<file path="src/rtl/mem_arbiter.sv">
// Two-port memory arbiter: ROM loader (port 0) and CPU (port 1) share one memory.
// Latency: combinational grant; read data returns two cycles after grant, writes complete in the grant cycle.
// Backpressure: a requester holds its request until gnt; hold masks the CPU; no grants while a read is in flight.
//
// Ports: fpga_clk / rst_in (async active-low); req/we/addr/wdata per requester; hold;
//        gnt0/1, rvalid0/1, rdata, busy; memory write port (mem_wr_*) and read port
//        (mem_rd_addr out, mem_rd_data in, one-cycle synchronous read latency).
// Build option: define ARB_FIXED_PRIO_EN for fixed priority (requester 0 wins ties);
//        left undefined, ties are resolved round-robin.
module mem_arbiter #(
    parameter int ADDR_W = 12,
    parameter int DATA_W = 8
) (
    input  logic              fpga_clk,
    input  logic              rst_in,
    input  logic              req0,
    input  logic              req1,
    input  logic              we0,
    input  logic              we1,
    input  logic [ADDR_W-1:0] addr0,
    input  logic [ADDR_W-1:0] addr1,
    input  logic [DATA_W-1:0] wdata0,
    input  logic [DATA_W-1:0] wdata1,
    input  logic              hold,
    output logic              gnt0,
    output logic              gnt1,
    output logic              rvalid0,
    output logic              rvalid1,
    output logic [DATA_W-1:0] rdata,
    output logic              busy,
    output logic              mem_wr_go,
    output logic [ADDR_W-1:0] mem_wr_addr,
    output logic [DATA_W-1:0] mem_wr_data,
    output logic [ADDR_W-1:0] mem_rd_addr,
    input  logic [DATA_W-1:0] mem_rd_data
);

    typedef enum logic [1:0] {
        IDLE    = 2'd0,
        RD_WAIT = 2'd1,
        RESP    = 2'd2
    } state_t;

    state_t state;
    logic   rd_owner;     // which requester the in-flight read belongs to
    logic   arb_en;
    logic   elig0;
    logic   elig1;
    logic   pick0_tie;    // 1: requester 0 wins when both are eligible
    logic   win0;
    logic   win1;
    logic   sel_we;
    logic   [ADDR_W-1:0] sel_addr;
    logic   [DATA_W-1:0] sel_wdata;

`ifndef ARB_FIXED_PRIO_EN
    // Last requester granted; resets to 1 so requester 0 takes the first tie.
    logic last_gnt;
`endif

    always_comb begin
        // Grants are suppressed while reset is held so outputs are clean regardless of the clock.
        arb_en = rst_in && (state != RD_WAIT);
        elig0  = req0;
        elig1  = req1 && !hold;
`ifdef ARB_FIXED_PRIO_EN
        pick0_tie = 1'b1;
`else
        pick0_tie = last_gnt;
`endif
        win0 = arb_en && elig0 && (!elig1 || pick0_tie);
        win1 = arb_en && elig1 && !win0;

        // With no winner the mux falls through to requester 1's fields.
        sel_we    = win0 ? we0    : we1;
        sel_addr  = win0 ? addr0  : addr1;
        sel_wdata = win0 ? wdata0 : wdata1;

        gnt0        = win0;
        gnt1        = win1;
        mem_wr_go   = (win0 || win1) && sel_we;
        mem_wr_addr = sel_addr;
        mem_wr_data = sel_wdata;
        mem_rd_addr = sel_addr;
    end

    always_ff @(posedge fpga_clk or negedge rst_in) begin
        if (!rst_in) begin
            state    <= IDLE;
            rd_owner <= 1'b0;
            rdata    <= '0;
        end else begin
            case (state)
                IDLE, RESP: begin
                    if ((win0 || win1) && !sel_we) begin
                        state    <= RD_WAIT;
                        rd_owner <= win1;
                    end else begin
                        state <= IDLE;
                    end
                end
                RD_WAIT: begin
                    rdata <= mem_rd_data;
                    state <= RESP;
                end
                default: state <= IDLE;
            endcase
        end
    end

`ifndef ARB_FIXED_PRIO_EN
    always_ff @(posedge fpga_clk or negedge rst_in) begin
        if (!rst_in) begin
            last_gnt <= 1'b1;
        end else if (win0 || win1) begin
            last_gnt <= win1;
        end
    end
`endif

    // Response strobes decode straight from state flops, so they are glitch-free and
    // drop immediately when reset pulls the state back to IDLE.
    assign rvalid0 = (state == RESP) && !rd_owner;
    assign rvalid1 = (state == RESP) &&  rd_owner;
    assign busy    = (state != IDLE);

endmodule

</file>
<file path="config.mk">
export PLATFORM = sky130hd
export DESIGN_NAME = mem_arbiter
export DESIGN_NICKNAME = d
export VERILOG_FILES = /design/src/rtl/mem_arbiter.sv
export SDC_FILE = /design/constraint.sdc
export NUM_CORES = 1
export LEC_CHECK = 0
export BUFFER_PORTS_ARGS = -buffer_cell sky130_fd_sc_hd__clkbuf_2
export CAP_MARGIN = 20
export CORE_MARGIN = 5
export CORE_UTILIZATION = 35
export DETAILED_ROUTE_END_ITERATION = 8
export PLACE_DENSITY = 0.79
export SKIP_CTS_REPAIR_TIMING = 1
export SYNTH_ARGS = -nofsm -noshare
export SYNTH_HDL_FRONTEND = slang
export SYNTH_SLANG_ARGS = --single-unit
</file>
<file path="constraint.sdc">
create_clock -name fpga_clk -period 1.8 [get_ports fpga_clk]
set_input_delay 0 -clock fpga_clk [delete_from_list [all_inputs] [get_ports fpga_clk]]
set_output_delay 0 -clock fpga_clk [all_outputs]
set_load 0.02 [all_outputs]
</file>
# After elaboration in Yosys (flattened, before gate mapping)
# Cells that the tools add are included.
totals:
  regBits: 12
  in_bits: 55
  output_inout_bits: 46
  wordCells: 33
op_classes:
  eq_ne: 3
  mux: 5
  n_reduce_logical: 21
ops:
  columns: ["cell", "n"]
  rows:
  - ["2-to-1 mux 12 bit", 1]
  - ["logical AND 1 bit", 10]
  - ["2-to-1 mux 8 bit", 1]
  - ["logical NOT 1 bit", 5]
  - ["case mux 2 bit (2 select lines)", 1]
  - ["== test 2 x 1 -> 1 bit (second input constant)", 1]
  - ["== test 2 bit (second input constant)", 1]
  - ["logical NOT 2 bit", 1]
  - ["logical OR 1 bit", 2]
  - ["2-to-1 mux 1 bit", 2]
  - ["inequality test 2 x 1 -> 1 bit (second input constant)", 1]
  - ["AND reduction 2 bit", 1]
  - ["nonzero test 2 bit", 1]
  - ["OR reduction 2 bit", 1]

# Logic depth before layout (Yosys ltp)
depth:
  word_depth: 11
  depth_mapped: 6
  mapped_depth_nobuf: 4

# Worst setup path before layout
# OpenSTA, ideal clock, no wires.
synth_timing:
  kind: "register to output"
  from: "reg last_gnt"
  to: "out mem_wr_addr[10]"
  arrival_ps: 1703
  required_ps: 1800
  path_slack_ps: 97
  path_stages_with_launch: 7
  n_path_buf: 3
  path_cell_list: "dfstp_2 -> or3b_4 -> and4_4 -> buf_6 -> buf_12 -> mux2_4 -> buf_4"
synth_via:
  elab_chain_cells: 3
synth_lines:
  columns: ["element", "line_no", "rtl"]
  rows:
  - ["start, declared", "58", "logic last_gnt;"]
  - ["start signal, assigned", "116", "last_gnt <= win1;"]
  - ["logical OR 1 bit", "71", "win0 = arb_en && elig0 && (!elig1 || pick0_tie);"]
  - ["logical AND 1 bit", "71", null]
  - ["named net gnt0", "25", "output logic gnt0,"]
  - ["2-to-1 mux 12 bit", "76", "sel_addr = win0 ? addr0 : addr1;"]
  - ["end, declared", "32", "output logic [ADDR_W-1:0] mem_wr_addr,"]
# The timed path passes the listed nets, and every way through them passes these cells.

# Worst setup path after layout
layout_timing:
  from: "reg last_gnt"
  to: "out mem_wr_addr[1]"
layout_via:
  elab_chain_cells: 3
layout_lines:
  columns: ["element", "line_no"]
  rows:
  - ["logical OR 1 bit", "71"]
  - ["logical AND 1 bit", "71"]
  - ["2-to-1 mux 12 bit", "76"]
# No other way between the ends.

==> flow_summary.ini <==
[outcome]
status = finished with violations
violations = negative setup slack

[cells_and_area]
nets = 260
drive_gt1_frac = 0.681
area_growth_pct = 78.5
design_area_um2 = 1760
diodes = 0
final_core_util = 0.643

[power]
power_frac_comb = 0.519
fin_total_pwr_mw = 1.20
ir_drop_mv = 0.607
power_frac_seq = 0.306
p_int_mw = 0.756
p_per_area_nw_per_um2 = 681
p_leak_nw = 1.00
p_sw_mw = 0.441
p_sw_frac = 0.368
clock_power_share = 0.175

[critical_path]
cp.required_ps = 1800
path_buf_inv = 2
cp.arrival_ps = 1850
critPathMaxStageDelay_ps = 390
critPathSlowestCell = or3b_4
cpLargestDelayFamily = simple AND/OR/NAND/NOR gates
critPathKind = flip-flop to output pin
crit_fanout = 6
end_kind = output pin
cp_cell_sequence = or3b_4 -> and4_4 -> clkbuf_16 -> mux2_4 -> buf_4
startpoint_type = flip-flop

[logic_synthesis]
syn_area_per_cell_um2 = 10.2
yosys.area_share.adder = 0
synth.top_cells.by_count = nand2_1 (26), mux2_4 (18), buf_4 (12)
muxShareOfSynthArea = 0.297
syn_nets = 152
synthCells = 97
ys_ff_latch = 12
yosys.area_share.simple = 0.205
yosys.area.top_type = dfrtp_1
synth_edf_count = 0
ys.flop_type = dfrtp_1
synthXorXnorAreaFrac = 0
yosysMostFrequentCell = nand2_1
synthArstFlopShare = 1.00
synth_top_area_share = 0.280
ys_top_cells_by_area = dfrtp_1 (28%), mux2_4 (27%), nand2_1 (9.9%)
synth_top_family_by_area = multiplexers
yosysUniqueCellTypes = 23
synth_compound_area_frac = 0.0368
yosys_warnings = 0
synth_area_um2 = 985
ys_seq_area_frac = 0.306

[min_path]
hold_path.class = input port to flip-flop

[routing]
firstDrtPassIters = 4
drt_iter0_markers = 13
wl_per_cell_um = 14.1
finalWirelength_um = 3300
vias = 1083
via_per_inst = 4.61
drtAntennaViolNets = 0
drc = 0

[global_routing]
grt_pass1_wl_um = 4460
grt_pass1_vias = 995
grt.overflow.total = 0
grt_use_total = 0.135
grt_antenna_before_repair = 0
grt_start_max_net_pins = 17

[clock_network]
cts_tree = yes
clk_pin_slew_ps = 80
cts_sinks = 12
insertion_delay_ps = 260
clk_path_buf_depth = 2
cts-root-buf = clkbuf_4
cts-htree-levels = 1
cts_inserted_buffers = 3

[sta]
maxSlewHeadroom = 0.852
skew_ps = 2.50
maxSlewViolCount = 0
setup_violations = 29
grt_setup_unrepaired = true
tightest_slew_ps = 220
finalWorstSetupSlack_ps = -49.4
period_share = 1.03
fin_crit_ps = 1850
max_freq_mhz = 541
hold_viol_final = 0

[die]
die_x_um = 63.0
num_io_pins = 101
die_area_um2 = 3970
die_y_um = 63.0
start_util = 0.360
coreArea_um2 = 2730
num_rows = 19

[job]
drv_cap = 0

[placed_design]
place_area_um2 = 1430
hpwl_um = 2500
gp_routability_congestion = 0.710
io_buffers = 100
[sequential cells by signal (all words and copies together) (netlist names)]
signal and count:
rd_owner 1, rdata 8, state 2, last_gnt 1
[layout by cell type (no fill, tap or decap), types with 2 or more instances in the layout]
cell type / count
clkbuf_4: 3
mux2_4: 20
nand3_1: 3
a21oi_1: 5
nand2b_1: 2
nand2_1: 26
nor3b_1: 2
clkbuf_2: 77
buf_4: 9
dfrtp_1: 11
buf_6: 22
nand3b_1: 2
dlygate4sd3_1: 9
[final timing paths]
path	from	endpoint	slack [ps]	depth (start not counted)
hold / removal	req0	rd_owner	20	2
setup reg to reg	last_gnt	last_gnt	520	4
hold reg to reg	last_gnt	last_gnt	470	2
min in group asynchronous	rst_in	rdata[4]	230	3
max in group asynchronous	rst_in	last_gnt	1340	3
setup / recovery	last_gnt	mem_wr_addr[1]	-50	5
[logic make-up (layout without fill, tap and decap cells)]
| family | Yosys count | after routing |
|---|---|---|
| buffers and inverters | 18 | 125 |
| AO/OA/AOI/OAI | 7 | 7 |
| flip-flops | 12 | 12 |
| multiplexers | 20 | 20 |
| AND/OR/NAND/NOR | 40 | 40 |
[cell type report]
cell class,count,area [µm²]
Inverter,2,7.51
Sequential cell,12,302
Multi-Input combinational cell,67,538
Clock buffer,4,36.3
Fill cell,225,976
Timing Repair Buffer,119,836
Tap cell,31,38.8
[worst register-to-register path, delay by kind of cell (launching register included)]
family / cells / cell delay, ps
AO/OA/AOI/OAI: 1 / 120
buffers and inverters: 1 / 140
flip-flops: 1 / 380
AND/OR/NAND/NOR: 2 / 580
[through the flow]
step,cells,setup TNS (ps),worst slack (ps),hold WS [ps]
after global routing,235,-2460,-104,9.97
after CTS,221,-2940,-141,-321
after detailed placement,217,0,159,-28.5
final,235,-805,-49.4,20.8
after floorplan,97,0,96.8,-296
after global placement,217,0,171,-25.9
[routing by layer]
metal  track usage  wire, µm
met1         0.124      1030
met4        0.0398        17
met5             0         0
met2         0.259      1800
met3        0.0629       455
[power by group through the flow]
| stage | Clock [mW] | Sequential [mW] | Combinational (mW) |
|---|---|---|---|
| 2_1_floorplan | 0 | 0.426 | 0.299 |
| 3_3_place_gp | 0 | 0.369 | 0.519 |
| 3_5_place_dp | 0 | 0.365 | 0.531 |
| 4_1_cts | 0.213 | 0.365 | 0.529 |
| 5_1_grt | 0.225 | 0.373 | 0.666 |
| 6_report | 0.210 | 0.366 | 0.621 |
(Power assumes the default switching activity.)
